## src/rtl/aes_pkg.sv

```systemverilog
// Shared AES-128 constants and the round sequencer state encoding.
package aes_pkg;

    localparam int AES_BLK_W = 128;
    localparam int AES_NR    = 10;
    localparam int RND_W     = 4;

    typedef enum logic [1:0] {
        ST_IDLE   = 2'd0,
        ST_LAUNCH = 2'd1,
        ST_WAIT   = 2'd2,
        ST_DONE   = 2'd3
    } ctrl_state_e;

endpackage

```

## src/rtl/aes_round_ctrl.sv

```systemverilog
// Iterative AES-128 sequencer over an external single-round datapath: initial AddRoundKey, then NR launch/capture passes.
// Each round costs 1 launch cycle + datapath latency + 1 capture cycle; the result is held on out_* until out_ready.
module aes_round_ctrl
    import aes_pkg::*;
#(
    parameter int DATA_W = AES_BLK_W,
    parameter int NR     = AES_NR
) (
    input  logic              clk,
    input  logic              reset,
    input  logic              in_valid,
    output logic              in_ready,
    input  logic [DATA_W-1:0] in_data,
    output logic [RND_W-1:0]  rk_idx,
    input  logic [DATA_W-1:0] rk_data,
    output logic              rnd_valid,
    output logic [DATA_W-1:0] rnd_data,
    output logic              rnd_final,
    output logic [DATA_W-1:0] rnd_key,
    input  logic              rnd_done,
    input  logic [DATA_W-1:0] rnd_result,
    output logic              out_valid,
    input  logic              out_ready,
    output logic [DATA_W-1:0] out_data,
    output logic              busy
);

    localparam logic [RND_W-1:0] LAST_RND = RND_W'(NR);

    ctrl_state_e       state_q, state_d;
    logic [RND_W-1:0]  round_q, round_d;
    logic [DATA_W-1:0] blk_q, blk_d;
    logic [DATA_W-1:0] rnd_data_q, rnd_data_d;
    logic [DATA_W-1:0] rnd_key_q, rnd_key_d;
    logic [DATA_W-1:0] out_data_q, out_data_d;
    logic              rnd_valid_q, rnd_valid_d;
    logic              rnd_final_q, rnd_final_d;

    always_ff @(posedge clk or negedge reset) begin
        if (!reset) begin
            state_q     <= ST_IDLE;
            round_q     <= '0;
            blk_q       <= '0;
            rnd_data_q  <= '0;
            rnd_key_q   <= '0;
            out_data_q  <= '0;
            rnd_valid_q <= 1'b0;
            rnd_final_q <= 1'b0;
        end else begin
            state_q     <= state_d;
            round_q     <= round_d;
            blk_q       <= blk_d;
            rnd_data_q  <= rnd_data_d;
            rnd_key_q   <= rnd_key_d;
            out_data_q  <= out_data_d;
            rnd_valid_q <= rnd_valid_d;
            rnd_final_q <= rnd_final_d;
        end
    end

    // rnd_valid/rnd_final are one-cycle pulses; rnd_done outside WAIT falls through untouched.
    always_comb begin
        state_d     = state_q;
        round_d     = round_q;
        blk_d       = blk_q;
        rnd_data_d  = rnd_data_q;
        rnd_key_d   = rnd_key_q;
        out_data_d  = out_data_q;
        rnd_valid_d = 1'b0;
        rnd_final_d = 1'b0;
        case (state_q)
            ST_IDLE: begin
                if (in_valid) begin
                    blk_d   = in_data ^ rk_data;
                    round_d = RND_W'(1);
                    state_d = ST_LAUNCH;
                end
            end
            ST_LAUNCH: begin
                rnd_data_d  = blk_q;
                rnd_key_d   = rk_data;
                rnd_final_d = (round_q == LAST_RND);
                rnd_valid_d = 1'b1;
                state_d     = ST_WAIT;
            end
            ST_WAIT: begin
                if (rnd_done) begin
                    blk_d = rnd_result;
                    if (round_q == LAST_RND) begin
                        out_data_d = rnd_result;
                        state_d    = ST_DONE;
                    end else begin
                        round_d = round_q + RND_W'(1);
                        state_d = ST_LAUNCH;
                    end
                end
            end
            ST_DONE: begin
                if (out_ready) begin
                    state_d = ST_IDLE;
                end
            end
            default: state_d = ST_IDLE;
        endcase
    end

    assign in_ready  = (state_q == ST_IDLE);
    assign busy      = (state_q != ST_IDLE);
    assign out_valid = (state_q == ST_DONE);
    assign rk_idx    = (state_q == ST_IDLE) ? '0 : round_q;
    assign rnd_valid = rnd_valid_q;
    assign rnd_final = rnd_final_q;
    assign rnd_data  = rnd_data_q;
    assign rnd_key   = rnd_key_q;
    assign out_data  = out_data_q;

endmodule

```

## config.mk

```make
export PLATFORM = sky130hd
export DESIGN_NAME = aes_round_ctrl
export DESIGN_NICKNAME = d
export VERILOG_FILES = /design/src/rtl/aes_pkg.sv /design/src/rtl/aes_round_ctrl.sv
export SDC_FILE = /design/constraint.sdc
export NUM_CORES = 1
export LEC_CHECK = 0
export ABC_AREA = 1
export ABC_CLOCK_PERIOD_IN_PS = 4100
export BUFFER_PORTS_ARGS = -buffer_cell sky130_fd_sc_hd__buf_2
export CAP_MARGIN = 10
export CORE_AREA = 5 5 299 301
export DETAILED_ROUTE_END_ITERATION = 8
export DIE_AREA = 0 0 304 306
export HOLD_SLACK_MARGIN = 0.02
export PLACE_DENSITY = 0.49
export SYNTH_ARGS = -nofsm -noshare
export SYNTH_HDL_FRONTEND = slang
export SYNTH_SLANG_ARGS = --single-unit
```

## constraint.sdc

```tcl
create_clock -name clk -period 4.1 [get_ports clk]
set_clock_uncertainty 0.1 [all_clocks]
set_input_delay 0.41 -clock clk [delete_from_list [all_inputs] [get_ports clk]]
set_output_delay 0.41 -clock clk [all_outputs]
set_load 0.02 [all_outputs]
```

==> run summary <==
Post-DP HPWL = 60200 um
Fmax = 398 MHz
Mapped Area = 0.0226 sq mm
CTS resizes = 0
Die area = 0.0930 sq mm
Clock sinks = 520
Worst Setup Path Type = flop to flop
Share of cells above drive strength 1 = 0.241
Residual DRC = 0
RSZ-0062 raised after global routing = false
Crit end category = flop
Final TNS setup = 0 ns
Worst slew pin tran = 0.859 ns
Clock Power Share = 0.245
Global Route Usage Sum = 0.174
Final setup fails = 0
Synth Register Bits = 520
Crit-path cells = inv_2 -> nor2_4 -> nand3_4 -> buf_12 -> nand2_1 -> o21ai_1
Slew headroom = 0.426
Gpl congestion = 0.866
Routed Antenna Nets = 0
Max-cap viol count = 0
Most common cell in the netlist = nand2_1
CTS tree = built
CP delay by family, top = simple AND/OR/NAND/NOR gates
Initial Util = 0.262
I/O Pins = 782
Mapped Nets = 3204
Yosys warns = 0
Initial antenna violation count = 4
Power Total = 22.9 mW
Ys flop type = dfrtp_1
Synth area leader = dfrtp_1
Lkg Pwr = 18.3 nW
Net Sw Frac = 0.425
P&R area growth vs syn = 43.5%
Vias in the first global route = 21600
Chip height = 306 um
Library cells used by synthesis = 22
Fin nets = 4203
Clock slew at reported path FFs = 0.07 ns
Share of the synthesized area in the top cell type = 0.576
Hold crit path type = input pin to flop
Sequential share of power = 0.352
Final Cycle Share = 0.612
Row count = 108
Critical Path Max Stage Delay = 0.66 ns
Clock Latency Late Sink = 0.62 ns
Grt total ovfl = 0
Port Buffers = 781
Initial DRT Pass Iterations = 5
Share of synthesized registers carrying an async set or reset = 1.00
Critical Path RT = 4.45 ns
Power share of the combinational group = 0.403
Root buf cell = clkbuf_16
Chip width = 304 um
Syn Inst Count = 2813
EDFF count, synth = 0
CP Launch Type = flop
Syn_area_per_cell = 8.03 sq um
Pint = 13.2 mW
Slowest cell on crit path = nor2_4
Seq/Total Area, Yosys = 0.576
CTS Buffer Depth = 3
Post-DR vias/cell = 4.23
Pin count of the biggest net entering global routing = 141
Core Area = 0.0863 sq mm
Worst VDD drop = 0.534 mV
First-pass GRT wire length = 130000 um
CP arrival = 2.86 ns
Pwr/cell area = 706 mW/mm^2
Final WL = 84200 um
Outcome = complete, no violations
Worst path bufs/invs = 2
Minimum clock period = 2.51 ns
H-tree levels = 2
Max-slew violation count = 0
DR vias = 21300
Hold slack = 0.0625 ns
List of most frequent post-synthesis cells = nand2_1, dfrtp_1, inv_1
Synth top area cells = dfrtp_1, nand2_1, inv_1, o21ai_0, o21ai_1
Routed wire length per instance = 16.8 um
Psw = 9.73 mW
Initial DRC count = 1062
Total CTS buffers = 61
Final hold violations = 0
CP max FO = 140
[worst reg2reg max path: cells and delay by family (launching register included)]
| kind | cells | cell delay [ns] |
|---|---|---|
| AO/OA/AOI/OAI | 1 | 0.08 |
| buffers and inverters | 2 | 0.37 |
| flip-flops | 1 | 0.62 |
| AND/OR/NAND/NOR | 3 | 1.18 |
[registers in the layout, indices dropped and copies added (netlist names)]
signal,flops
blk_q,128
out_data,128
rnd_data,128
rnd_valid,1
round_q,4
state_q,2
rnd_final,1
rnd_key,128
[placed cells by master, fill, tap and decap left out, types with 4 or more instances in the layout]
master            n
nor2_1           20
buf_4            21
clkbuf_8         14
dlygate4sd3_1   262
nand3_1         122
diode_2           4
dfrtp_1         520
clkbuf_16        63
clkinv_2         20
inv_1           289
nand2_1        1372
o21ai_1         139
buf_2           780
buf_12           12
xnor2_1          44
bufinv_16         4
inv_6             4
o21ai_0         150
clkbuf_1          8
[area by class of cell]
class	count	area, sq um
antenna	4	10.0
tap	1155	1450
clock inverter	31	280
fill	9055	53900
inverter	293	1110
clock buffer	85	1800
sequential	520	13000
multi-input combinational	1860	7810
timing repair buffer	1076	6940
[power groups by stage]
| stage | Clock, mW | Combinational [mW] | Sequential, mW |
|---|---|---|---|
| finish | 5.62 | 9.21 | 8.05 |
| global route | 5.99 | 10.3 | 8.28 |
| CTS | 5.79 | 9.41 | 8.05 |
| detailed placement | 0 | 9.21 | 8.11 |
| global placement | 0 | 9.10 | 8.10 |
| floorplan | 0 | 4.22 | 9.45 |
[timing repair]
| item | in CTS | in global routing |
|---|---|---|
| setup buffers | 0 | 0 |
| hold endpoints to repair | 365 | 0 |
| hold buffers | 262 | 0 |
[per-layer routing]
metal / GRT usage / wire length [um] / share of wire
met1: 0.219 / 35800 / 0.43
met2: 0.299 / 40500 / 0.48
met3: 0.0420 / 5220 / 0.062
met4: 0.0503 / 2620 / 0.031
met5: 0 / 13 / 0.00015
[final timing paths]
path / from / end / slack, ns / depth (start not counted)
max: state_q[1]$_DFFE_PN0P_ / out_data[54]$_DFFE_PN0P_ / 1.59 / 6
min: in_data[2] / blk_q[2]$_DFFE_PN0P_ / 0.06 / 5
max reg2reg: state_q[1]$_DFFE_PN0P_ / out_data[54]$_DFFE_PN0P_ / 1.59 / 6
min reg2reg: rnd_data[55]$_DFFE_PN0P_ / rnd_data[55]$_DFFE_PN0P_ / 0.36 / 2
max in group asynchronous: reset / blk_q[72]$_DFFE_PN0P_ / 2.41 / 3
min in group asynchronous: reset / rnd_key[14]$_DFFE_PN0P_ / 0.28 / 2
[metrics by stage]
stage / area [sq um] / cells / worst slack (ns) / utilization
global placement: 27700 / 4642 / 1.58 / 0.321
global route: 32400 / 5021 / 1.39 / 0.375
finish: 32400 / 5024 / 1.59 / 0.375
CTS: 32400 / 5020 / 1.53 / 0.375
detailed placement: 27700 / 4642 / 1.60 / 0.321
floorplan: 22600 / 2813 / 2.48 / -
[cell families (layout without fill, tap and decap cells)]
family                   after synthesis  count (layout)  share of synthesized area
flip-flops                           520             520                      0.576
AND/OR/NAND/NOR                     1522            1522                      0.261
adder cells (fa/ha/maj)                2               2                    0.00111
buffers and inverters                433            1485                     0.0796
XOR/XNOR                              44              44                     0.0171
AO/OA/AOI/OAI                        292             292                     0.0648
other                                  0               4                          0
(Power assumes the default switching activity.)
